## config.mk

```make
export PLATFORM = sky130hd
export DESIGN_NAME = bcd_nines_tens_complementer_flat
export DESIGN_NICKNAME = d
export VERILOG_FILES = /design/src/rtl/bcd_nines_tens_complementer_if.sv /design/src/rtl/bcd_nines_tens_complementer.sv /design/src/flat_wrapper.sv
export SDC_FILE = /design/constraint.sdc
export NUM_CORES = 1
export LEC_CHECK = 0
export CAP_MARGIN = 20
export CORE_UTILIZATION = 30
export CTS_BUF_LIST = sky130_fd_sc_hd__clkbuf_4
export CTS_CLUSTER_SIZE = 14
export DETAILED_ROUTE_END_ITERATION = 10
export PLACE_DENSITY = 0.57
export SLEW_MARGIN = 40
export SYNTH_ARGS = -nofsm -noshare
export SYNTH_HDL_FRONTEND = slang
export SYNTH_SLANG_ARGS = --single-unit
```

## constraint.sdc

```tcl
create_clock -name clk -period 2.93 [get_ports clk]
set_clock_uncertainty 0.1 [all_clocks]
set_input_delay 0.586 -clock clk [delete_from_list [all_inputs] [get_ports clk]]
set_output_delay 0.586 -clock clk [all_outputs]
set_load 0.05 [all_outputs]
```

## src/rtl/bcd_nines_tens_complementer_if.sv

```systemverilog
// Handshake bundle for the BCD complementer: operand request channel and result channel.
// The design drives the slave modport; the producer/consumer side uses master.
interface bcd_nines_tens_complementer_if #(
  parameter int unsigned DIGITS = 4
);
  logic                  in_valid;
  logic                  in_ready;
  logic [4*DIGITS-1:0]   in_data;
  logic                  in_mode;
  logic                  out_valid;
  logic                  out_ready;
  logic [4*DIGITS-1:0]   out_data;
  logic                  out_carry;
  logic                  out_err;

  modport master (
    output in_valid, in_data, in_mode, out_ready,
    input  in_ready, out_valid, out_data, out_carry, out_err
  );

  modport slave (
    input  in_valid, in_data, in_mode, out_ready,
    output in_ready, out_valid, out_data, out_carry, out_err
  );
endinterface

```

## src/rtl/bcd_nines_tens_complementer.sv

```systemverilog
// Digit-serial BCD nine's/ten's complementer: one digit per clock, LSD first,
// with a complement carry-out and a sticky invalid-digit flag.
module bcd_nines_tens_complementer #(
  parameter int unsigned DIGITS = 4
) (
  input  logic                            clk,
  input  logic                            rst_n,
  bcd_nines_tens_complementer_if.slave    bus
);
  localparam int unsigned W     = 4 * DIGITS;
  localparam int unsigned IDX_W = (DIGITS > 1) ? $clog2(DIGITS) : 1;
  localparam logic [IDX_W-1:0] LAST_IDX = IDX_W'(DIGITS - 1);

  typedef enum logic [1:0] {IDLE, RUN, DONE} state_t;

  state_t           state_q, state_d;
  logic [W-1:0]     operand_q, operand_d;
  logic [W-1:0]     data_q, data_d;
  logic [IDX_W-1:0] idx_q, idx_d;
  logic             carry_q, carry_d;
  logic             err_q, err_d;
  logic             ocarry_q, ocarry_d;

  logic [3:0]       digit;
  logic [4:0]       t;

  always_ff @(posedge clk or negedge rst_n) begin
    if (!rst_n) begin
      state_q   <= IDLE;
      operand_q <= '0;
      data_q    <= '0;
      idx_q     <= '0;
      carry_q   <= 1'b0;
      err_q     <= 1'b0;
      ocarry_q  <= 1'b0;
    end else begin
      state_q   <= state_d;
      operand_q <= operand_d;
      data_q    <= data_d;
      idx_q     <= idx_d;
      carry_q   <= carry_d;
      err_q     <= err_d;
      ocarry_q  <= ocarry_d;
    end
  end

  always_comb begin
    state_d   = state_q;
    operand_d = operand_q;
    data_d    = data_q;
    idx_d     = idx_q;
    carry_d   = carry_q;
    err_d     = err_q;
    ocarry_d  = ocarry_q;
    digit     = operand_q[{idx_q, 2'b00} +: 4];
    // 9-d never underflows for a valid digit, so t is at most 10.
    t         = 5'd9 - {1'b0, digit} + {4'b0000, carry_q};

    unique case (state_q)
      IDLE: begin
        if (bus.in_valid) begin
          operand_d = bus.in_data;
          carry_d   = bus.in_mode;
          idx_d     = '0;
          err_d     = 1'b0;
          data_d    = '0;
          state_d   = RUN;
        end
      end
      RUN: begin
        if (digit > 4'd9) begin
          data_d[{idx_q, 2'b00} +: 4] = 4'd0;
          carry_d                     = 1'b0;
          err_d                       = 1'b1;
        end else if (t == 5'd10) begin
          data_d[{idx_q, 2'b00} +: 4] = 4'd0;
          carry_d                     = 1'b1;
        end else begin
          data_d[{idx_q, 2'b00} +: 4] = t[3:0];
          carry_d                     = 1'b0;
        end
        idx_d = idx_q + 1'b1;
        if (idx_q == LAST_IDX) begin
          ocarry_d = carry_d;
          idx_d    = '0;
          state_d  = DONE;
        end
      end
      DONE: begin
        if (bus.out_ready) state_d = IDLE;
      end
      default: state_d = IDLE;
    endcase
  end

  assign bus.in_ready  = (state_q == IDLE);
  assign bus.out_valid = (state_q == DONE);
  assign bus.out_data  = data_q;
  assign bus.out_carry = ocarry_q;
  assign bus.out_err   = err_q;
endmodule

```

## src/flat_wrapper.sv

```systemverilog
// flat-port wrapper written by rule: the top's interface ports become plain ports
module bcd_nines_tens_complementer_flat 
#(
  parameter int unsigned DIGITS = 4
)
  (clk, rst_n, bus_in_valid, bus_in_data, bus_in_mode, bus_out_ready, bus_in_ready, bus_out_valid, bus_out_data, bus_out_carry, bus_out_err);
  bcd_nines_tens_complementer_if #(.DIGITS(DIGITS)) bus_i ();
  input  logic clk;
  input  logic rst_n;
  input wire logic [$bits(bus_i.in_valid)-1:0] bus_in_valid;
  input wire logic [$bits(bus_i.in_data)-1:0] bus_in_data;
  input wire logic [$bits(bus_i.in_mode)-1:0] bus_in_mode;
  input wire logic [$bits(bus_i.out_ready)-1:0] bus_out_ready;
  output wire logic [$bits(bus_i.in_ready)-1:0] bus_in_ready;
  output wire logic [$bits(bus_i.out_valid)-1:0] bus_out_valid;
  output wire logic [$bits(bus_i.out_data)-1:0] bus_out_data;
  output wire logic [$bits(bus_i.out_carry)-1:0] bus_out_carry;
  output wire logic [$bits(bus_i.out_err)-1:0] bus_out_err;
  assign bus_i.in_valid = bus_in_valid;
  assign bus_i.in_data = bus_in_data;
  assign bus_i.in_mode = bus_in_mode;
  assign bus_i.out_ready = bus_out_ready;
  assign bus_in_ready = bus_i.in_ready;
  assign bus_out_valid = bus_i.out_valid;
  assign bus_out_data = bus_i.out_data;
  assign bus_out_carry = bus_i.out_carry;
  assign bus_out_err = bus_i.out_err;
  bcd_nines_tens_complementer #(.DIGITS(DIGITS)) u_core (.clk(clk), .rst_n(rst_n), .bus(bus_i));
endmodule
```

======== Word level (Yosys, flattened, before mapping) ========
Cells that the tools add are included.
storage, ports and cells
  output and inout port bits .............. 20
  register bits ........................... 39
  input port bits ......................... 21
  logic and storage cells ................. 51
operators by class
  $lt $le $gt $ge ......................... 1
  add/subtract/negate cells ............... 4
  reduce and logical (&&, ||, !) cells .... 7
  muxes and demuxes ....................... 20
  shifts and indexed selects .............. 4
  eq/ne operators ......................... 8
operator list
  cell                                                         count
  2-to-1 mux 16 bit                                            3
  bitwise mux 16 bit                                           2
  case mux 16 bit (2 select lines)                             1
  variable shift 4 x 6 -> 16 bit (first input constant)        1
  variable part select 16 x 5 -> 4 bit                         1
  variable part select 4 x 6 -> 16 bit                         1
  variable part select 4 x 6 -> 16 bit (first input constant)  1
  2-to-1 mux 2 bit                                             5
  negator 4 -> 6 bit                                           1
  case mux 2 bit (3 select lines)                              1
  AND reduction 2 bit                                          3
  AND reduction 3 bit                                          2
  adder 5 x 1 -> 5 bit                                         1
  equality test 5 x 4 -> 1 bit (second input constant)         1
  2-to-1 mux 1 bit                                             5
  subtractor 4 x 4 -> 5 bit (first input constant)             1
  equality test 2 bit (second input constant)                  2
  greater-than comparator 4 bit (second input constant)        1
  != test 2 x 1 -> 1 bit (second input constant)               2
  != test 2 bit (second input constant)                        2
  case mux 1 bit (2 select lines)                              2
  case mux 2 bit (2 select lines)                              1
  adder 2 x 1 -> 2 bit (second input constant)                 1
  equality test 2 x 1 -> 1 bit (second input constant)         1
  other kinds (2)                                              2

======== Depth between registers and ports, before layout ========
  depth after elaboration ................. 8
  depth in mapped cells ................... 9
  gate-level depth less buffers ........... 8

======== Worst setup path before layout ========
Ideal clock, no wire load.
  kind .................................... reg2reg
  start ................................... register u_core.idx_q[0]
  end ..................................... register u_core.data_q[13], in the netlist u_core.bus.out_data[13]
  library setup time ...................... 122 ps
  buffers on the path ..................... 1
  stages on the path, launching flop included .. 10
  required time ........................... 2,708 ps
  period minus slack after synthesis ...... 2,704 ps
  path slack .............................. 226 ps
  data arrival time ....................... 2,482 ps
  cells stage by stage .................... dfrtp_1 -> buf_6 -> mux4_1 -> inv_1 -> ha_1 -> inv_1 -> ha_1 -> nor3_1 -> a31oi_4 -> a32o_1
on the way
  cells in the longest elaborated chain, start to end .. 8
  elaborated cells on any way between the ends .. 14
  classes of those cells .................. 3 x add/sub; 1 x order compare; 1 x eq/ne; 4 x shift; 5 x mux
RTL lines
  what                                  line                               text
  from (decl)                           bcd_nines_tens_complementer.sv:19  logic [IDX_W-1:0] idx_q, idx_d;
  from (signal assigned)                bcd_nines_tens_complementer.sv:40  idx_q <= idx_d;
  variable part select 16 x 5 -> 4 bit  bcd_nines_tens_complementer.sv:55  digit = operand_q[{idx_q, 2'b00} +: 4];
  subtractor 4 x 4 -> 5 bit             bcd_nines_tens_complementer.sv:57  t = 5'd9 - {1'b0, digit} + {4'b0000, carry_q};
  adder 5 x 1 -> 5 bit                  bcd_nines_tens_complementer.sv:57
  variable part select 4 x 6 -> 16 bit  bcd_nines_tens_complementer.sv:79  data_d[{idx_q, 2'b00} +: 4] = t[3:0];
  bitwise mux 16 bit                    bcd_nines_tens_complementer.sv:79
  2-to-1 mux 16 bit                     bcd_nines_tens_complementer.sv:75  end else if (t == 5'd10) begin
  2-to-1 mux 16 bit *                   bcd_nines_tens_complementer.sv:71  if (digit > 4'd9) begin
  case mux 16 bit (2 select lines) *    bcd_nines_tens_complementer.sv:59  unique case (state_q)
  to (signal assigned)                  bcd_nines_tens_complementer.sv:39  data_q <= data_d;
  to (decl)                             bcd_nines_tens_complementer.sv:18  logic [W-1:0] data_q, data_d;
Every way passes the cells marked *; elsewhere a longest branch is shown, timed or not.
A chain may end at the register's enable or synchronous reset.

======== Final worst setup path ========
  start ................................... register u_core.state_q[1]
  end ..................................... output port bus_out_valid
on the way
  cells in the longest elaborated chain, start to end .. 1
RTL lines
  what                    line                               text
  from (decl)             bcd_nines_tens_complementer.sv:16  state_t state_q, state_d;
  from (signal assigned)  bcd_nines_tens_complementer.sv:37  state_q <= state_d;
  equality test 2 bit     bcd_nines_tens_complementer.sv:97  assign bus.out_valid = (state_q == DONE);
  to (decl)               flat_wrapper.sv:15                 output wire logic [$bits(bus_i.out_valid)-1:0] bus_out_valid;
No other way between the ends.

==> flow_summary.json <==
{
  "antenna_found_initial": 0,
  "cp.required_ps": 2240,
  "cts_sinks": 39,
  "drc_errors": 0,
  "rows": 28,
  "hold_violations": 0,
  "busiest_layer": "met2",
  "endpoint_kind": "output port",
  "synth_top_cell_by_area": "dfrtp_1",
  "num-nets-final": 228,
  "setup_viol": 0,
  "cp_slowest_cell": "clkdlybuf4s50_1",
  "netSwitchingPower_mw": 1.28,
  "use_met2_pct": 21.8,
  "syn_area_per_cell_um2": 12.3,
  "drive_gt1_share_pct": 15.8,
  "ios": 41,
  "syn_area_um2": 1910,
  "hold_class": "primary input to async pin",
  "grt_use_total_pct": 13.6,
  "synth_ff_type": "dfrtp_1",
  "internal_power_mw": 1.58,
  "final_antenna_net_count": 0,
  "synth_edf_count": 0,
  "min_period_ps": 2660,
  "fmax_ghz": 0.375,
  "ys_ff_latch": 39,
  "core_um2": 6030,
  "whs_ps": 105,
  "dieArea_um2": 6680,
  "max_slew_margin_pct": 66.7,
  "synth.most_common_cell": "dfrtp_1",
  "seq_area_frac_synth_pct": 51.1,
  "post_cts_resized": 0,
  "drt-initial-drc-count": 58,
  "power_frac_comb_pct": 57.5,
  "cts_buffers": 5,
  "synthDistinctLibCells": 40,
  "cts_tree": "done",
  "rr_worst_depth": 8,
  "grt_max_degree": 40,
  "worstPathMaxFanout": 10,
  "via_per_inst": 4.93,
  "dr.pass1.iters": 4,
  "slowest_delay_ps": 800,
  "pwr-share-clk_pct": 12.3,
  "dp_hpwl_um": 2930,
  "num_vias": 1365,
  "power_density_nw_per_um2": 1160,
  "postCtsSetupBuffers": 0,
  "synth_top_area_share_pct": 51.1,
  "async_reset_ff_share_pct": 100,
  "p_leak_nw": 1.06,
  "cts_hold_buf": 0,
  "netlist_instances": 155,
  "die_h_um": 81.8,
  "clk_pin_slew_worst_paths_ps": 120,
  "synth_top_cells_by_count": "dfrtp_1 (39), nand2_1 (16), a32o_1 (10), inv_1 (10)",
  "max-vdd-ir-drop_mv": 0.477,
  "htreeDepth": 2,
  "overflow": 0,
  "drt_wl_total_um": 3940,
  "use_met3_pct": 3.33,
  "path_cells": "inv_1, nor2_1, clkdlybuf4s50_1",
  "syn_to_final_growth_pct": 29.3,
  "clockBufferDepth": 2,
  "synth_area_leaders": "dfrtp_1 (51%), mux2_1 (5.3%), mux2_2 (5.3%), a32o_1 (5.2%), ha_1 (3.9%)",
  "rsz0062_at_grt": "false",
  "tightest_slew_ps": 498,
  "portBuffers": 40,
  "synth_fp_nets": 182,
  "worstPathArrival_ps": 1980,
  "min_period_over_period_pct": 90.9,
  "grt_pass1_wl_um": 6760,
  "crit_type": "register to output port",
  "post_dp_cell_area_um2": 2390,
  "start_kind": "register",
  "dieWidth_um": 81.8,
  "outcome": "finished clean",
  "yosys_warnings": 0,
  "n_antenna_cell": 0,
  "cap_violations": 0,
  "fin_tns_setup_ps": 0,
  "gp_congestion": 0.736,
  "root_buffer": "clkbuf_4",
  "sw_frac_of_total_pct": 44.8,
  "sequentialPowerShare_pct": 30.2,
  "finalInstanceArea_um2": 2470,
  "clkLatencyLatePin_ps": 340,
  "start_util_pct": 31.7,
  "first_global_vias": 1413,
  "wire_per_inst_um": 14.2,
  "met1_usage_pct": 17.7,
  "finalMaxSlewViolations": 0
}
-- per-stage QoR --
step           cells  worst slack (ps)  util, %  power [mW]
3_3_place_gp     269               317     39.6        2.53
2_1_floorplan    155               226        -        2.10
6_report         277               266     40.9        2.86
4_1_cts          277               247     40.9        2.91
3_5_place_dp     269               280     39.7        2.55
5_1_grt          277              62.0     40.9        3.11
-- power by group through the flow --
stage	registers (mW)	clock network [mW]	logic, mW
6_report	0.865	0.351	1.65
3_5_place_dp	0.880	0	1.67
5_1_grt	0.894	0.389	1.82
4_1_cts	0.868	0.367	1.68
3_3_place_gp	0.874	0	1.66
2_1_floorplan	1.04	0	1.06
-- worst max-delay path, delay by kind of cell, from the launching register on --
family	cells	cell delay, ps
buffers and inverters	2	980
DFF	1	540
and+or+nand+nor	1	120
-- path summary, 6_finish.rpt --
kind | from | end | slack [ps]
worst max-delay path | u_core.state_q[1] | bus_out_valid | 270
worst min-delay path | rst_n | u_core.operand_q[15] | 100
worst max register to register | u_core.idx_q[0] | u_core.bus.out_data[13] | 280
worst min register to register | u_core.operand_q[15] | u_core.operand_q[15] | 390
max in group asynchronous | rst_n | u_core.operand_q[12] | 2270
min in group clk | u_core.operand_q[15] | u_core.operand_q[15] | 390
-- placed cells by master (no fill, tap or decap), types with 2 or more instances in the layout --
cell type        count
a21o_2               2
a21oi_1              4
a32o_1              10
buf_4                5
clkbuf_4             5
clkdlybuf4s50_1     39
dfrtp_1             39
ha_1                 6
inv_1               10
mux2_1               9
mux2_2               9
mux4_2               3
nand2_1             16
nand2b_1             3
nand3_1              2
nor2_1               5
o21ai_0              2
o21ai_1              6
o2bb2ai_1            2
o31ai_1              2
xor2_1               2
-- final cells by class --
type | instances | area (um^2)
multi-input cells | 101 | 856
clock inverters | 3 | 38.8
fillers | 616 | 3560
flip-flops and latches | 39 | 976
inverters | 10 | 37.5
well taps | 75 | 93.8
clock buffers | 5 | 37.5
repair buffers | 44 | 428
-- routing by layer --
metal  vias up  part of all wire (%)
li1        662                     -
met1       661                    47
met2        37                    47
met3         5                   4.4
met4         0                   1.1
met5         -                     0
-- cell families (layout without fill, tap and decap cells) --
logic type / Yosys count / in the layout / synth area share, %
DFF: 39 / 39 / 51.1
adders and majority gates: 6 / 6 / 3.93
muxes: 22 / 22 / 15.5
xor gates and xnor gates: 2 / 2 / 0.918
buffers and inverters: 15 / 62 / 4.00
and+or+nand+nor: 36 / 36 / 9.90
AOI/OAI and AO/OA: 35 / 35 / 14.6
-- registers in the layout, summed over array words and instances (netlist names) --
register and flops:
u_core.bus.out_carry 1, u_core.bus.out_data 16, u_core.bus.out_err 1, u_core.carry_q 1, u_core.idx_q 2, u_core.operand_q 16
u_core.state_q 2
(Power assumes the default switching activity.)
==> edit 1: new RTL, same settings <==
The 3 states of `state_t` get a one-hot encoding in 3 bits.
--- a/src/rtl/bcd_nines_tens_complementer.sv
+++ b/src/rtl/bcd_nines_tens_complementer.sv
@@ -13,3 +13,3 @@
 
-  typedef enum logic [1:0] {IDLE, RUN, DONE} state_t;
+  typedef enum logic [2:0] {IDLE = 3'b001, RUN = 3'b010, DONE = 3'b100} state_t;
 
Formal check against the unedited RTL: same outputs for any inputs over 10 cycles, from zero or initial values and one cycle with rst_n low; not proved beyond that.
==> edit 1 against the original RTL <==
  * Worst setup slack lost 0.041 ns
  * Final area grew 1.9%
  * Cell count grew 6.1%
  * Critical path depth grew 4
  * Power shrank 19%
  * Critical path type is now register to register
  * Synthesized cell count grew 12%
  * Sequential cell count grew 1
  * Synthesized area grew 2.4%
  * Via count grew 7.0%
  * Largest cell class unchanged
  * Combinational power shrank 28%
  * Routed wire length grew 1.9%
  * Maximum frequency shrank 1.5%
==> edit 1: results (changes against the original RTL) <==
fin_crit_sh_pct: 92.3  # +1.4 points
post_drt_via_cell_ratio: 4.97  # +0.77%
max-slew-margin-rel_pct: 66.1  # -0.61 points
cp_slowest_stage_delay_ns: 0.56  # -0.24 ns
grt_usage_pct: 12.8  # -0.78 points
synthCells: 173  # +12%
dpl.hpwl_um: 2990  # +2.0%
grt_max_degree: 41  # +2.5%
synth_top_cells_by_count: "dfrtp_1 (39), nand2_1 (21), mux2_2 (16)"
gp_routability_congestion: 0.792  # +7.7%
cp_max_fo: 14  # +4
leakage_uw: 0.00100  # -5.2%
ir_drop_mv: 0.418  # -12%
drive_above_1_share_pct: 18.0  # +2.1 points
power_combinational_uw: 1190  # -28%
wl_um: 4010  # +1.9%
fill_cells: 660  # +7.1%
synthMuxAreaShare_pct: 15.4  # -0.17 points
yosys.area_share.adder_pct: 3.84  # -0.091 points
grt_pass1_wl_um: 6410  # -5.1%
slowest_stage: "mux4_2"
ys_top_cells_by_area: "dfrtp_1 (50%), mux2_2 (9.2%), mux4_2 (4.6%), nand2_1 (4.0%), ha_1 (3.8%)"
pg_clk_uw: 279  # -21%
syn-num-nets: 200  # +9.9%
cp-end-kind: "register"
dpl-instance-area_um2: 2460  # +2.8%
synth_compound_area_share_pct: 10.6  # -3.9 points
p_sw_share_pct: 41.6  # -3.2 points
pre_cts_slack_ns: 0.243  # -0.0371 ns
critical-path-top-delay-family: "simple AND/OR/NAND/NOR gates"
arrival_ns: 2.87  # +0.89 ns
grt_pass1_vias: 1310  # -7.3%
post_cts_buffers: 0  # unchanged
num-nets-final: 243  # +6.6%
ys_types: 36  # -10%
yosysSeqAreaShare_pct: 51.3  # +0.17 points
critPathCapture: "u_core.carry_q$_DFFE_PN0P_"
total_power_uw: 2310  # -19%
insertion_delay_ns: 0.34  # about the same
placed_cells: 286  # +6.3%
post_drt_wl_per_cell_um: 13.6  # -4.0%
synth_xor_area_share_pct: 0  # -0.92 points
fin_hold_ws_ns: 0.0966  # -0.00805 ns
reg2reg_depth: 7  # -1
status: "completed"
-- edit 1: changes by cell type in the layout (fill, tap and decap cells not counted), sizes merged, moves of 3 or more --
cell / unedited run / this run
mux2i: 0 / 3
nand2: 16 / 21
a21o: 3 / 0
inv: 10 / 7
nor3b: 0 / 5
a32o: 10 / 0
a32oi: 0 / 3
o21ai: 8 / 18
-- edit 1: area by class of cell --
class	instances	area [um2]	area share, %
clock buffers	7	52.6	2.09
clock inverters	1	3.75	0.149
inverters	7	26.3	1.05
multi-input cells	118	905	36.0
flip-flops and latches	40	1000	39.9
well taps	77	96.3	3.83
repair buffers	44	428	17.0
-- edit 1: layer usage --
layer | up-vias | part of all wire [%] | GRT usage [%] | routed length, um
li1 | 716 | - | - | -
met1 | 704 | 47 | 17.1 | 1890
met2 | 34 | 47 | 20.1 | 1900
met3 | 6 | 4.0 | 2.97 | 161
met4 | 0 | 1.6 | 4.66 | 63
met5 | - | 0 | 0 | 0
==> edit 2: new RTL, same flow settings <==
Without the edit above. `DIGITS` is set to 4 in 3 places; all go to 16.
--- a/src/rtl/bcd_nines_tens_complementer_if.sv
+++ b/src/rtl/bcd_nines_tens_complementer_if.sv
@@ -3,3 +3,3 @@
 interface bcd_nines_tens_complementer_if #(
-  parameter int unsigned DIGITS = 4
+  parameter int unsigned DIGITS = 16
 );
--- a/src/rtl/bcd_nines_tens_complementer.sv
+++ b/src/rtl/bcd_nines_tens_complementer.sv
@@ -3,3 +3,3 @@
 module bcd_nines_tens_complementer #(
-  parameter int unsigned DIGITS = 4
+  parameter int unsigned DIGITS = 16
 ) (
--- a/src/flat_wrapper.sv
+++ b/src/flat_wrapper.sv
@@ -3,3 +3,3 @@
 #(
-  parameter int unsigned DIGITS = 4
+  parameter int unsigned DIGITS = 16
 )
Ports: changed (resized bus_in_data and bus_out_data); port bits go from 41 to 137. The function was not compared with the original's and may differ.
==> edit 2 against the original RTL <==
  * The run now ends with setup timing left
  * First-iteration DRC count increased to 5.5 times the old value
  * Routed wire length grew to 4.6 times the old value
  * Global-route usage increased by 3.9 points
  * Non-clock buffer count grew 137
  * Final area rose to 3.5 times the old value
  * Clock power increased to 3.1 times the old value
  * Synthesized area grew to 3.3 times the old value
  * Worst setup slack worse by 0.52 ns
  * Power rose to 3.9 times the old value
  * Sequential share of layout area decreased by 0.33 points
  * Sequential cell count is 98 higher
  * Core utilization grew 1.9 points
  * Via count rose to 3.8 times the old value
  * Critical path type is now register to register
  * Largest cell class unchanged
==> edit 2: results (changes against the original RTL) <==
fill_cells: 2059  # +230%
wl_um: 18000  # +360%
ys_types: 49  # +23%
setup_violations: 37  # +37
leakage_uw: 0.00396  # +270%
ys_top_cells_by_area: "dfrtp_1 (54%), nand2_1 (14%), mux4_2 (5.0%), o21ai_0 (2.9%), a22o_1 (2.9%)"
gp_routability_congestion: 0.864  # +17%
num-nets-final: 890  # +290%
fin_setup_tns_ns: -7.28  # -7.28 ns
violations: "setup timing"
grt_max_degree: 87  # +120%
synth_top_cells_by_count: "nand2_1 (237), dfrtp_1 (137), o21ai_0 (37)"
drtIter0Drc: 318  # +450%
worst_slack_ns: -0.251  # -0.517 ns
reg2reg_depth: 10  # +2
yosys_most_used_dff: "dfrtp_1"
grt_pass1_wl_um: 28800  # +330%
grt_pass1_vias: 5208  # +270%
slowest_stage: "mux4_2"
ir_drop_mv: 0.650  # +36%
cts-htree-levels: 4  # +2
worstMarginPinSlew_ns: 0.653  # +0.155 ns
port-buffer-count: 136  # +240%
yosysSeqAreaShare_pct: 54.5  # +3.3 points
cp_max_fo: 8  # -2
cp_slowest_stage_delay_ns: 0.53  # -0.27 ns
dpl.hpwl_um: 13300  # +360%
status: "complete, but fails checks"
post_drt_via_cell_ratio: 4.77  # -3.3%
dpl-instance-area_um2: 8270  # +250%
-- edit 2: report_power, final --
group	total (uW)	switching, uW	internal, uW
Clock	1080	630	454
Sequential	3160	520	2640
Combinational	6880	4000	2880
-- edit 2: final timing paths --
| kind | from | endpoint | slack (ns) |
|---|---|---|---|
| worst max-delay path | u_core.idx_q[0]$_DFFE_PN0P_ | u_core.bus.out_data[3]$_DFFE_PN0P_ | -0.25 |
| worst min-delay path | rst_n | u_core.bus.out_data[50]$_DFFE_PN0P_ | 0.35 |
| worst max register to register | u_core.idx_q[0]$_DFFE_PN0P_ | u_core.bus.out_data[3]$_DFFE_PN0P_ | -0.25 |
| worst min register to register | u_core.operand_q[14]$_DFFE_PN0P_ | u_core.operand_q[14]$_DFFE_PN0P_ | 0.38 |
| max in group asynchronous | rst_n | u_core.idx_q[0]$_DFFE_PN0P_ | 1.65 |
| min in group clk | u_core.operand_q[14]$_DFFE_PN0P_ | u_core.operand_q[14]$_DFFE_PN0P_ | 0.38 |
-- edit 2: metal layers --
layer,wire length [um],track usage [%],up-vias
met5,0,0,-
met3,678,3.57,15
met4,190,4.58,0
met2,8460,27.7,137
met1,8630,24.2,2517
li1,-,-,2549
-- edit 2: worst max-delay path: cells and delay by family, from the launching register on --
kind	cells	cell delay, ns
and+or+nand+nor	3	0.98
AOI/OAI and AO/OA	1	0.12
DFF	1	0.48
adders and majority gates	1	0.14
buffers and inverters	3	0.29
muxes	2	1.00
-- edit 2: cell families after synthesis --
kind of cell	count (synthesis)	share of synthesized area, %
adders and majority gates	7	1.39
muxes	20	6.00
AOI/OAI and AO/OA	123	14.4
DFF	137	54.5
and+or+nand+nor	310	20.2
xor gates and xnor gates	3	0.417
buffers and inverters	47	3.16
-- edit 2: layout make-up --
cell class,count,area (um2),area share [%]
repair buffers,181,1780,20.4
clock buffers,23,173,1.97
inverters,14,55.1,0.629
multi-input cells,463,2920,33.3
well taps,270,338,3.86
flip-flops and latches,137,3430,39.2
clock inverters,7,53.8,0.615
-- edit 2: through the flow --
| step | hold WS [ns] | setup WS (ns) | cells | power [uW] | utilization, % |
|---|---|---|---|---|---|
| 2_1_floorplan | 0.190 | -0.554 | 647 | 7000 | - |
| 3_3_place_gp | 0.348 | -0.344 | 1063 | 9400 | 40.5 |
| 3_5_place_dp | 0.343 | -0.414 | 1063 | 9480 | 40.5 |
| 4_1_cts | 0.304 | -0.260 | 1094 | 10800 | 42.0 |
| 5_1_grt | 0.322 | -0.415 | 1095 | 11900 | 42.8 |
| 6_report | 0.346 | -0.251 | 1095 | 11100 | 42.8 |
-- edit 2: timing repair --
action                     4_1_cts  5_1_grt
setup endpoints to repair       53       67
hold buffers                     1        0
buffers inserted                 0        1
pin swaps                        8       11
gates resized for setup         18       36
hold endpoints to repair        20        0
